===== src/rtl/mmio_uart_bridge.sv =====
// mmio_uart_bridge
// Turns a framed byte stream from a UART receiver into single-cycle FPro MMIO
// bus transactions, and returns read data or an acknowledge byte toward a UART
// transmitter. Frames:
//   write : 0x57 A2 A1 A0 D3 D2 D1 D0   -> bus write, reply 0x4B
//   read  : 0x52 A2 A1 A0               -> bus read,  reply D3 D2 D1 D0
//   other : any other opcode byte        -> reply 0x3F
// A frame that stalls for TIMEOUT_CYCLES between bytes is dropped silently
// apart from a one-cycle timeout pulse.
module mmio_uart_bridge #(
    parameter int TIMEOUT_CYCLES = 1_000_000
) (
    input  logic        clk,
    input  logic        reset,
    input  logic [7:0]  rx_data,
    input  logic        rx_valid,
    output logic [7:0]  tx_data,
    output logic        tx_valid,
    input  logic        tx_ready,
    output logic        mmio_cs,
    output logic        mmio_wr,
    output logic        mmio_rd,
    output logic [20:0] mmio_addr,
    output logic [31:0] mmio_wr_data,
    input  logic [31:0] mmio_rd_data,
    output logic        busy,
    output logic        timeout
);

    localparam int CNT_W = (TIMEOUT_CYCLES > 1) ? $clog2(TIMEOUT_CYCLES) : 1;
    localparam logic [CNT_W-1:0] CNT_LIMIT = CNT_W'(TIMEOUT_CYCLES - 1);

    localparam logic [7:0] OP_WRITE     = 8'h57;
    localparam logic [7:0] OP_READ      = 8'h52;
    localparam logic [7:0] RESP_ACK     = 8'h4B;
    localparam logic [7:0] RESP_UNKNOWN = 8'h3F;

    typedef enum logic [2:0] {
        S_IDLE,
        S_ADDR,
        S_DATA,
        S_BUS,
        S_RESP
    } state_t;

    state_t            state_q;
    state_t            state_d;

    logic              is_write_q;
    logic [1:0]        byte_cnt_q;
    logic [CNT_W-1:0]  idle_cnt_q;
    logic [20:0]       addr_sh_q;
    logic [23:0]       data_sh_q;
    logic [31:0]       resp_q;
    logic [1:0]        resp_left_q;

    logic              byte_take;
    logic              opcode_known;
    logic [20:0]       addr_next;
    logic [31:0]       data_next;

    // Word address from the 24-bit big-endian address field: the top three
    // bits of A2 fall outside the 21-bit MMIO space and are dropped.
    function automatic logic [20:0] word_addr(input logic [12:0] upper, input logic [7:0] low);
        return {upper, low};
    endfunction

    assign opcode_known = (rx_data == OP_WRITE) || (rx_data == OP_READ);

    // Address/data as they will look once the byte on rx_data is shifted in;
    // used so the last frame byte reaches the bus registers without a bubble.
    assign addr_next = word_addr(addr_sh_q[12:0], rx_data);
    assign data_next = {data_sh_q, rx_data};

    assign tx_valid = (state_q == S_RESP);
    assign tx_data  = resp_q[31:24];
    assign busy     = (state_q != S_IDLE);

    // State register.
    always_ff @(posedge clk or negedge reset) begin
        if (!reset) begin
            state_q <= S_IDLE;
        end else begin
            state_q <= state_d;
        end
    end

    // Next-state decode, byte acceptance and timeout detection.
    always_comb begin
        state_d   = state_q;
        byte_take = 1'b0;
        timeout   = 1'b0;
        case (state_q)
            S_IDLE: begin
                if (rx_valid) begin
                    state_d = opcode_known ? S_ADDR : S_RESP;
                end
            end
            S_ADDR: begin
                if (rx_valid) begin
                    byte_take = 1'b1;
                    if (byte_cnt_q == 2'd2) begin
                        state_d = is_write_q ? S_DATA : S_BUS;
                    end
                end else if (idle_cnt_q == CNT_LIMIT) begin
                    timeout = 1'b1;
                    state_d = S_IDLE;
                end
            end
            S_DATA: begin
                if (rx_valid) begin
                    byte_take = 1'b1;
                    if (byte_cnt_q == 2'd3) begin
                        state_d = S_BUS;
                    end
                end else if (idle_cnt_q == CNT_LIMIT) begin
                    timeout = 1'b1;
                    state_d = S_IDLE;
                end
            end
            S_BUS: begin
                state_d = S_RESP;
            end
            S_RESP: begin
                if (tx_ready && (resp_left_q == 2'd0)) begin
                    state_d = S_IDLE;
                end
            end
            default: begin
                state_d = S_IDLE;
            end
        endcase
    end

    // Frame bookkeeping: opcode kind, byte position and inter-byte idle counter.
    always_ff @(posedge clk or negedge reset) begin
        if (!reset) begin
            is_write_q <= 1'b0;
            byte_cnt_q <= 2'd0;
            idle_cnt_q <= '0;
        end else begin
            if ((state_q == S_IDLE) && rx_valid) begin
                is_write_q <= (rx_data == OP_WRITE);
            end

            // Every state change restarts the byte position, which covers
            // both entering ADDR and the ADDR -> DATA hand-over.
            if (state_q != state_d) begin
                byte_cnt_q <= 2'd0;
            end else if (byte_take) begin
                byte_cnt_q <= byte_cnt_q + 2'd1;
            end

            // The counter only advances while waiting for frame bytes; an
            // accepted byte restarts the window, even on the limit cycle.
            if (((state_q != S_ADDR) && (state_q != S_DATA)) || byte_take) begin
                idle_cnt_q <= '0;
            end else begin
                idle_cnt_q <= idle_cnt_q + CNT_W'(1);
            end
        end
    end

    // Frame field shift registers; fully rewritten by every frame.
    always_ff @(posedge clk) begin
        if (byte_take && (state_q == S_ADDR)) begin
            addr_sh_q <= addr_next;
        end
        if (byte_take && (state_q == S_DATA)) begin
            data_sh_q <= {data_sh_q[15:0], rx_data};
        end
    end

    // Bus strobes for the single BUS cycle; address and write data hold
    // between transactions.
    always_ff @(posedge clk or negedge reset) begin
        if (!reset) begin
            mmio_cs      <= 1'b0;
            mmio_wr      <= 1'b0;
            mmio_rd      <= 1'b0;
            mmio_addr    <= '0;
            mmio_wr_data <= '0;
        end else begin
            mmio_cs <= (state_d == S_BUS);
            mmio_wr <= (state_d == S_BUS) && is_write_q;
            mmio_rd <= (state_d == S_BUS) && !is_write_q;
            if (state_d == S_BUS) begin
                if (state_q == S_ADDR) begin
                    mmio_addr <= addr_next;
                end else begin
                    mmio_addr    <= addr_sh_q;
                    mmio_wr_data <= data_next;
                end
            end
        end
    end

    // Response byte queue: loaded for an unknown opcode or at the end of the
    // bus cycle, shifted out MSB first one byte per handshake.
    always_ff @(posedge clk or negedge reset) begin
        if (!reset) begin
            resp_q      <= '0;
            resp_left_q <= 2'd0;
        end else begin
            case (state_q)
                S_IDLE: begin
                    if (rx_valid && !opcode_known) begin
                        resp_q      <= {RESP_UNKNOWN, 24'h0};
                        resp_left_q <= 2'd0;
                    end
                end
                S_BUS: begin
                    if (is_write_q) begin
                        resp_q      <= {RESP_ACK, 24'h0};
                        resp_left_q <= 2'd0;
                    end else begin
                        resp_q      <= mmio_rd_data;
                        resp_left_q <= 2'd3;
                    end
                end
                S_RESP: begin
                    if (tx_ready) begin
                        resp_q <= {resp_q[23:0], 8'h00};
                        if (resp_left_q != 2'd0) begin
                            resp_left_q <= resp_left_q - 2'd1;
                        end
                    end
                end
                default: begin
                end
            endcase
        end
    end

endmodule

===== config.mk =====
export PLATFORM = sky130hd
export DESIGN_NAME = mmio_uart_bridge
export DESIGN_NICKNAME = d
export VERILOG_FILES = /design/src/rtl/mmio_uart_bridge.sv
export SDC_FILE = /design/constraint.sdc
export NUM_CORES = 1
export LEC_CHECK = 0
export ABC_AREA = 1
export BUFFER_PORTS_ARGS = -buffer_cell sky130_fd_sc_hd__buf_2
export CAP_MARGIN = 20
export CORE_AREA = 5 5 147 149
export CTS_BUF_LIST = sky130_fd_sc_hd__clkbuf_16
export CTS_CLUSTER_SIZE = 25
export DETAILED_ROUTE_END_ITERATION = 6
export DIE_AREA = 0 0 152 154
export GPL_ROUTABILITY_DRIVEN = 0
export PLACE_DENSITY = 0.58
export SYNTH_ARGS = -nofsm -noshare
export SYNTH_HDL_FRONTEND = slang
export SYNTH_SLANG_ARGS = --single-unit

===== constraint.sdc =====
create_clock -name clk -period 3.1 [get_ports clk]
set_input_delay 0.155 -clock clk [delete_from_list [all_inputs] [get_ports clk]]
set_output_delay 0.155 -clock clk [all_outputs]
set_load 0.01 [all_outputs]

==> run summary, run 1 <==
status: finished clean
Remaining DRCs: 0
clock root buffer: clkbuf_16
Syn. warnings: 0
total of max-cap violations: 0
Synth top area share: 41.8%
syn_area_per_cell: 10.1 sq um
sequential cell area fraction in the yosys report: 61.2%
Area Growth Syn to Fin: 21.6%
CP Capture Type: register
Req. time, crit path: 3450 ps
crit start category: register
Post-synth EDFFs: 45
Layout Cells excl Fill: 1095
CTS tree: yes
count of final max-slew check failures: 0
Worst Skew: 19.1 ps
VDD IR max: 0.424 mV
initial antenna violation count: 1
clk slew on worst S/H paths: 70 ps
Detailed Routing Iterations Pass 1: 4
routed vias/inst: 4.63
Antenna Nets Post-Route: 0
CP max-delay cell: inv_2
unrepaired setup endpoints after global routing: no
most used cell, CP: nand2_1
crit path kind: reg -> reg
final setup margin: 789 ps
postcts setup bufs: 0
Max Freq: 0.433 GHz
pin count of the biggest net entering global routing: 73
Hold Buf Count CTS: 18
Final #Nets: 860
post-layout min period: 2310 ps
ANT cells: 0
Die ar.: 23400 sq um
most numerous cell in the Yosys netlist: nand2_1
PwrDens: 680 nW/um^2
global-route usage over all layers: 13.8%
CTS Buf Count: 17
routed wire length: 15700 microns
core area: 20000 sq um
first-pass GRT wire length: 26300 microns
Final Hold Fails: 0
Post-synth top cells: nand2_1 (186), dfrtp_1 (116), nor2_1 (66), nand3_1 (53), edfxtp_1 (45)
crit-path cells: ha_1, nand3_1, nor2_1, nand3_1, nand2_1, o21ai_1, nand2_2, inv_2, nand2_1, nand2_1
grt ovf: 0
routed via count: 5073
FF-to-FF Start: idle_cnt_q[0]$_DFF_PN0_
Setup Total Neg Slack: 0 ps
post-route core utilization: 42.2%
Initial DRC Count: 300
crit path DAT: 2660 ps
hold depth: 1
setup violators final: 0
Yosys cell types: 35
beginning of the worst hold path: rx_data[1]
cell taking the most area after synthesis: dfrtp_1
DP Worst Slack: 788 ps
share of cells above drive strength 1: 23.8%
WL per Instance: 14.3 microns
DP Cell Count: 1044
IO Pins: 111
synthesized instance count: 689
Max clock buf depth: 2
period utilization: 74.6%
number of global-route vias before repair: 5067
Slew @ Worst Pin: 967 ps
later-pin clock latency in the skew report: 430 ps
Site Rows: 52
Initial Utilization: 34.7%
Synth area leaders: dfrtp_1 (42%), edfxtp_1 (19%), nand2_1 (10%)
crit-path max FO: 24
Port-buffer cells: 110
CTS resizes: 0
Top FF cell, synth: dfrtp_1
dpl hpwl: 10600 microns
largest stage delay on the critical path: 440 ps
final-layout fill cell count: 2003
Chip Height: 154 microns
ys async rst share: 72.0%
syn nets: 737
Hold Path Class: in -> reg
CP startpoint: idle_cnt_q[0]$_DFF_PN0_
Synth Register Bits: 161
CTS H-Tree Depth: 4
worst-case reg-to-reg path depth: 10
Min Hold Slack: 3.33 ps
slew margin rel.: 35.6%
Die Wd: 152 microns
Lkg Pwr: 0.00402 uW
clk sinks: 161
Syn Std Cell Area: 6950 sq um
## worst max-delay path, delay by kind of cell (launching register included)
kind	cells	cell delay, ps
compound gates	1	140
simple gates	7	960
fa+ha+maj	1	270
buf+inv	1	440
flops	1	410
## cells in the final DEF, fill, tap and decap left out, types with 2 or more instances in the layout
cell type	n
nand4_1	10
inv_2	4
xnor2_1	2
nor3_1	9
nor3b_1	4
nand2_2	4
clkinvlp_4	2
nand3_1	52
edfxtp_1	45
inv_1	41
a31oi_1	18
a21oi_1	7
xor2_1	9
buf_2	109
dlygate4sd3_1	19
dfrtp_1	116
nor2_1	64
ha_1	4
clkinv_4	2
clkbuf_16	17
inv_6	4
mux2_1	6
inv_8	2
clkinv_1	2
nor2_2	4
o21ai_0	27
mux2_2	31
buf_4	10
o22ai_1	3
nand2_1	186
## state kept, by name, indices dropped and copies added (netlist names)
signal / cells
data_sh_q: 24
mmio_cs: 1
state_q: 3
idle_cnt_q: 20
mmio_rd: 1
mmio_wr: 1
resp_left_q: 2
addr_sh_q: 21
resp_q: 32
byte_cnt_q: 2
mmio_wr_data: 32
is_write_q: 1
mmio_addr: 21
## kinds of logic after synthesis
kind of cell	synth area share [%]
XOR/XNOR	1.39
adder cells (fa/ha/maj)	0.720
AND/OR/NAND/NOR	20.5
AO/OA/AOI/OAI	4.88
buffers and inverters	5.36
multiplexers	5.99
flip-flops	61.2
## worst paths after layout
check / to / slack [ps]
worst max-delay path: mmio_addr[2]$_DFFE_PN0N_ / 790
worst min-delay path: addr_sh_q[1]$_DFFE_PP_ / 3
worst max register to register: mmio_addr[2]$_DFFE_PN0N_ / 790
worst min register to register: data_sh_q[20]$_DFFE_PP_ / 450
max in group asynchronous: resp_q[24]$_DFFE_PN0P_ / 1890
min in group asynchronous: mmio_wr_data[30]$_DFFE_PN0P_ / 430
## cell type report
class / instances / area (sq um) / area share (%)
sequential: 161 / 4250 / 50.3
timing repair buffer: 139 / 831 / 9.83
multi-input combinational: 450 / 2330 / 27.6
tap: 270 / 338 / 4.00
inverter: 43 / 161 / 1.91
clock inverter: 15 / 110 / 1.30
clock buffer: 17 / 425 / 5.03
## where the power goes
part | internal, uW | total [uW] | switching [uW]
logic | 464 | 1270 | 811
registers | 2430 | 2560 | 127
clock network | 1030 | 1920 | 884
## per-layer routing
metal	GRT usage, %	routed length, microns	up-vias
li1	-	-	2534
met1	18.3	7420	2407
met2	22.3	7290	117
met3	3.91	782	13
met4	3.98	161	2
met5	0	11	-
## through the flow
stage / power (uW) / area (sq um)
2_1_floorplan: 3610 / 6950
3_3_place_gp: 3860 / 7730
3_5_place_dp: 3880 / 7730
4_1_cts: 5830 / 8440
5_1_grt: 6130 / 8450
6_report: 5750 / 8450
No activity file was read; power rests on OpenSTA's default activity.
==> inputs of run 2 (changes only) <==
Settings changed: ABC_AREA 1 to 0, CORE_AREA 5 5 147 149 to 5 5 145 147, DIE_AREA 0 0 152 154 to 0 0 150 152, PLACE_DENSITY 0.58 to 0.6.
Clock period 3.1 ns to 1.99 ns, I/O delays scaled along.
==> run 2 against run 1 <==
  * The flow now finishes with violations (negative setup slack)
  * Wire length is 5.1% lower
  * Sequential share of layout area down 1.9 points
  * Clock skew fell by 6.9 ps
  * Final cell count decreased by 12%
  * Flip-flop and latch count stayed put
  * Die area shrank 2.6%
  * Global-route usage fell by 0.42 points
  * Area after synthesis fell by 3.1%
  * Non-clock buffer count rose by 49
  * Core utilization up 2.3 points
  * Sequential power grew 38%
  * Synthesized cell count is 26% lower
  * Largest cell class unchanged
  * Highest routed layer is now met4
==> run summary, run 2 <==
status: finished with violations
violated checks: negative setup slack
PwrDens: 871 nW/um^2 (+28%)
Remaining DRCs: 0 (unchanged)
number of global-route vias before repair: 4731 (-6.6%)
first-pass GRT wire length: 24400 microns (-7.4%)
clock root buffer: clkbuf_16
ys async rst share: 72.0% (unchanged)
setup violators final: 3 (+3)
commonest non-fill, non-tap cells in the layout: dfrtp_1 (115), buf_2 (109), mux2_2 (73), edfxtp_1 (45), buf_4 (40)
ANT cells: 0 (unchanged)
Layout Cells excl Fill: 964 (-12%)
DP Area: 7800 sq um (+0.96%)
Setup Total Neg Slack: -625 ps (-625 ps)
Die Wd: 150 microns (-1.3%)
routed vias/inst: 4.75 (+2.5%)
overall power: 7660 uW (+33%)
total of max-cap violations: 0 (unchanged)
pin count of the biggest net entering global routing: 57 (-22%)
Post-synth top cells: dfrtp_1 (116), mux2_2 (74), edfxtp_1 (45), nand2_1 (38), o21ai_0 (27)
post-layout min period: 2230 ps
top flop regs: mmio_wr_data (32), resp_q (32), data_sh_q (24)
Final Hold Fails: 0 (unchanged)
Slew @ Worst Pin: 583 ps (-384 ps)
count of final max-slew check failures: 0 (unchanged)
Max clock buf depth: 2 (unchanged)
VDD IR max: 0.598 mV (+41%)
DP Cell Count: 893 (-14%)
Detailed Routing Iterations Pass 1: 4 (unchanged)
Port-buffer cells: 110 (unchanged)
most numerous cell in the Yosys netlist: dfrtp_1
CP Capture Type: output port
later-pin clock latency in the skew report: 430 ps (about the same)
crit path kind: reg -> out
Post-synth EDFFs: 45 (unchanged)
Req. time, crit path: 1890 ps (-1560 ps)
syn_area_per_cell: 13.3 sq um (+31%)
Syn Std Cell Area: 6740 sq um (-3.1%)
Antenna Nets Post-Route: 0 (unchanged)
DP Worst Slack: 20.4 ps (-768 ps)
share of cells above drive strength 1: 40.2% (+16 points)
Site Rows: 52 (unchanged)
commonest non-fill, non-tap cell in the layout: dfrtp_1
synthesized instance count: 508 (-26%)
CTS Buf Count: 17 (unchanged)
clk slew on worst S/H paths: 70 ps (about the same)
Die ar.: 22800 sq um (-2.6%)
final-layout fill cell count: 1823 (-9.0%)
CTS H-Tree Depth: 4 (unchanged)
initial antenna violation count: 0 (-1)
cell taking the most area after synthesis: dfrtp_1
Hold Path Class: in -> reg
Final #Nets: 729 (-15%)
grt ovf: 0 (unchanged)
crit-path max FO: 2 (-92%)
Chip Height: 152 microns (-1.3%)
Synth area leaders: dfrtp_1 (43%), edfxtp_1 (20%), mux2_2 (12%)
Worst Skew: 12.3 ps (-6.85 ps)
IO Pins: 111 (unchanged)
final instance area: 8790 sq um (+4.0%)
period utilization: 112%
global-route usage over all layers: 13.4% (-0.42 points)
Top FF cell, synth: dfrtp_1
Synth top area share: 43.1% (+1.3 points)
syn nets: 556 (-25%)
crit start category: register
Yosys cell types: 53 (+51%)
Initial Utilization: 34.1% (-0.62 points)
clk sinks: 161 (unchanged)
CTS tree: yes
Lkg Pwr: 0.00401 uW (-0.36%)
Max Freq: 0.448 GHz
dpl hpwl: 10100 microns (-5.5%)
slew margin rel.: 61.1% (+26 points)
WL per Instance: 15.4 microns (+7.8%)
core area: 19800 sq um (-1.3%)
routed via count: 4576 (-9.8%)
unrepaired setup endpoints after global routing: yes
Syn. warnings: 0 (unchanged)
Area Growth Syn to Fin: 30.5%
routed wire length: 14900 microns (-5.1%)
final setup margin: -242 ps (-1030 ps)
Synth Register Bits: 161 (unchanged)
sequential cell area fraction in the yosys report: 63.1% (+1.9 points)
Initial DRC Count: 259 (-14%)
crit path DAT: 2130 ps (-530 ps)
-- run 2: cell count changes after synthesis, moves of 9 or more --
| cell | previous run | this run |
|---|---|---|
| a22oi_1 | 0 | 18 |
| a31oi_1 | 18 | 2 |
| buf_2 | 13 | 3 |
| inv_1 | 39 | 11 |
| mux2_2 | 31 | 74 |
| nand2_1 | 186 | 38 |
| nand3_1 | 53 | 12 |
| nor2_1 | 66 | 26 |
| xnor2_1 | 2 | 11 |
-- run 2: repair_timing --
action | CTS | global route
buffers inserted | 2 | 3
gates cloned | 0 | 0
endpoints found under the hold margin | 75 | 0
hold buffers | 34 | 0
pin swaps | 5 | 3
gates resized for setup | 4 | 7
setup endpoints to repair | 2 | 42
-- run 2: final timing paths --
path,cells after the start,to,slack (ps),from
min in group asynchronous,2,mmio_wr_data[29]$_DFFE_PN0P_,210,reset
max in group asynchronous,3,mmio_addr[5]$_DFFE_PN0N_,1120,reset
max,5,timeout,-240,idle_cnt_q[6]$_DFF_PN0_
max reg2reg,7,byte_cnt_q[1]$_DFFE_PN0P_,-190,idle_cnt_q[6]$_DFF_PN0_
min,2,addr_sh_q[0]$_DFFE_PP_,30,rx_data[0]
min reg2reg,0,data_sh_q[15]$_DFFE_PP_,440,data_sh_q[7]$_DFFE_PP_
-- run 2: cell families after synthesis --
family,synth area share (%)
muxes,12.5
DFF,63.1
AOI/OAI and AO/OA,8.49
adders and majority gates,0.743
buffers and inverters,3.68
xor gates and xnor gates,2.47
and+or+nand+nor,8.97
-- run 2: layout make-up --
| cell class | instances | area (sq um) | share of cell area (%) |
|---|---|---|---|
| Clock buffer | 18 | 450 | 5.12 |
| Clock inverter | 14 | 116 | 1.32 |
| Inverter | 11 | 41.3 | 0.470 |
| Multi-Input combinational cell | 302 | 2300 | 26.2 |
| Sequential cell | 161 | 4260 | 48.4 |
| Tap cell | 270 | 338 | 3.84 |
| Timing Repair Buffer | 188 | 1290 | 14.6 |
-- run 2: critical path: stages, from the launching register on --
cell and delay, ps:
dfrtp_1 380, or4_4 530, nor4_4 330, nand2_2 120, nor3_4 190, buf_2 160
-- run 2: through the flow --
| stage | utilization [%] | hold slack (ps) |
|---|---|---|
| 3_5_place_dp | 39.4 | 143 |
| 5_1_grt | 44.5 | 3.76 |
| 4_1_cts | 44.2 | 13.0 |
| 3_3_place_gp | 39.4 | 141 |
| 6_report | 44.5 | 25.1 |
| 2_1_floorplan | - | -196 |
-- run 2: power by group --
group	switching [uW]	internal, uW
clock network	1420	1710
logic	591	394
registers	61.5	3480
total	2080	5590
-- run 2: layer usage --
metal	global-route usage, %	vias up	wire length [microns]
met3	4.05	17	791
met5	0	-	0
li1	-	2199	-
met2	21.6	123	7140
met1	17.7	2237	6760
met4	3.57	0	174
==> inputs of run 3 (changes only) <==
Settings changed: BUFFER_PORTS_ARGS -buffer_cell sky130_fd_sc_hd__buf_2 to default, DONT_BUFFER_PORTS from default to 1, PLACE_DENSITY 0.6 to 0.55.
==> run 3 against run 2 <==
  * The run ends with negative hold slack, negative setup slack left
  * Clock skew shrank 2.5 ps
  * Core utilization shrank 2.7 points
  * Combinational power shrank 19%
==> run summary, run 3 (same netlist as run 2, synthesis figures left out) <==
Sequential Power Share: 48.3% (+2.1 points)
Min Hold Slack: -630 ps (-655 ps)
total of max-cap violations: 0 (unchanged)
DP Cell Count: 776 (-13%)
Max clock buf depth: 2 (unchanged)
initial antenna violation count: 1 (+1)
Comb pwr share: 10.8% (-2.1 points)
Hold Buf Count CTS: 41 (+21%)
commonest non-fill, non-tap cells in the layout: dfrtp_1 (115), mux2_2 (73), edfxtp_1 (45), dlygate4sd3_1 (41), nand2_1 (38)
global-route usage over all layers: 13.2% (-0.17 points)
routed vias/inst: 4.90 (+3.3%)
Area Growth Syn to Fin: 22.5%
clk slew on worst S/H paths: 70 ps (about the same)
Req. time, crit path: 1890 ps (about the same)
Lkg Pwr: 0.00349 uW (-13%)
CTS H-Tree Depth: 4 (unchanged)
post-route core utilization: 41.7% (-2.7 points)
CP max-delay cell: or4bb_4
clk sinks: 161 (unchanged)
top flop regs: mmio_wr_data (32), resp_q (32), data_sh_q (24)
Final Hold Fails: 116 (+116)
Clk pwr share: 40.9% (about the same)
routed wire length: 14900 microns (about the same)
post-layout min period: 2220 ps (-11.6 ps)
Sw Ratio: 25.6% (-1.5 points)
ANT cells: 0 (unchanged)
crit-path cells: or4bb_4, nor4_4, nand2_2, nor3_4, buf_6
crit start category: register
Site Rows: 52 (unchanged)
Worst Skew: 9.78 ps (-2.49 ps)
final-layout fill cell count: 1844 (+1.2%)
CP Capture Type: output port
Detailed Routing Iterations Pass 1: 4 (unchanged)
IO Pins: 111 (unchanged)
slew margin rel.: 67.2% (+6.0 points)
Hold Path Class: in -> async
setup violators final: 5 (+2)
crit path DAT: 2120 ps (about the same)
Die ar.: 22800 sq um (unchanged)
number of global-route vias before repair: 4372 (-7.6%)
Internal: 5530 uW (-1.0%)
crit path kind: reg -> out
dpl hpwl: 9270 microns (-7.9%)
clock root buffer: clkbuf_16
Chip Height: 152 microns (unchanged)
CTS Buf Count: 17 (unchanged)
Final #Nets: 623 (-15%)
Slew @ Worst Pin: 488 ps (-94.6 ps)
Initial DRC Count: 240 (-7.3%)
count of final max-slew check failures: 0 (unchanged)
share of cells above drive strength 1: 27.9% (-12 points)
core area: 19800 sq um (unchanged)
pin count of the biggest net entering global routing: 117 (+110%)
WL per Instance: 17.3 microns (+12%)
status: finished with violations
largest stage delay on the critical path: 560 ps (+30 ps)
Antenna Nets Post-Route: 0 (unchanged)
CTS tree: yes
PwrDens: 900 nW/um^2 (+3.3%)
period utilization: 112% (-0.59 points)
violated checks: negative hold slack, negative setup slack
overall power: 7430 uW (-3.0%)
Remaining DRCs: 0 (unchanged)
final setup margin: -230 ps (+11.6 ps)
later-pin clock latency in the skew report: 420 ps (about the same)
crit-path max FO: 2 (unchanged)
grt ovf: 0 (unchanged)
routed via count: 4208 (-8.0%)
VDD IR max: 0.622 mV (+4.0%)
P_sw: 1900 uW (-8.3%)
Initial Utilization: 34.1% (unchanged)
unrepaired setup endpoints after global routing: yes
first-pass GRT wire length: 23700 microns (-2.6%)
commonest non-fill, non-tap cell in the layout: dfrtp_1
Die Wd: 150 microns (unchanged)
Max Freq: 0.450 GHz (+0.52%)
Port-buffer cells: 0 (-100%)
Layout Cells excl Fill: 858 (-11%)
run 3: area by class of cell:
type	instances	area, sq um	area share (%)
well taps	270	338	4.09
repair buffers	82	772	9.35
clock buffers	17	425	5.15
clock inverters	15	119	1.44
flip-flops and latches	161	4260	51.5
multi-input cells	302	2310	27.9
inverters	11	41.3	0.500
run 3: worst paths after layout:
kind	start	to	slack, ps	cells past startpoint
worst max-delay path	idle_cnt_q[8]$_DFF_PN0_	timeout	-230	5
worst min-delay path	reset	mmio_wr_data[25]$_DFFE_PN0P_	-630	0
worst max register to register	idle_cnt_q[8]$_DFF_PN0_	byte_cnt_q[0]$_DFFE_PN0P_	-190	7
worst min register to register	data_sh_q[8]$_DFFE_PP_	data_sh_q[16]$_DFFE_PP_	450	0
max in group asynchronous	reset	mmio_wr_data[9]$_DFFE_PN0P_	2380	0
min in group clk	mmio_rd_data[28]	resp_q[28]$_DFFE_PN0P_	30	3
run 3: stage by stage:
stage	worst slack (ps)	hold WS [ps]	setup TNS, ps	cell area, sq um
after floorplan	-27.7	-196	-451	6760
after global placement	83.5	-193	0	7190
after detailed placement	37.4	-192	0	7190
after CTS	-276	-658	-706	8220
after global routing	-322	-662	-1060	8260
final	-230	-630	-639	8260
run 3: routing by layer:
metal	global-route usage (%)	vias up	wire length [microns]
met2	21.7	117	7400
met1	16.2	2107	6240
met5	0	-	7
met3	4.97	13	1040
li1	-	1969	-
met4	4.10	2	172
run 3: worst max-delay path, delay by kind of cell, from the launching register on:
family | cells | cell delay [ps]
DFF | 1 | 390
buffers and inverters | 1 | 130
and+or+nand+nor | 4 | 1180
run 3: timing repair:
action	CTS	global route
hold endpoints to repair	185	116
pin swaps	6	3
resized for setup	7	5
endpoints found under the setup margin	1	22
buffers inserted	6	3
run 3: power groups by stage:
stage / sequential [uW] / combinational, uW / clock, uW
final: 3590 / 800 / 3040
after global routing: 3600 / 910 / 3240
after CTS: 3590 / 807 / 3140
after detailed placement: 3660 / 706 / 0
after global placement: 3650 / 694 / 0
after floorplan: 3590 / 617 / 0
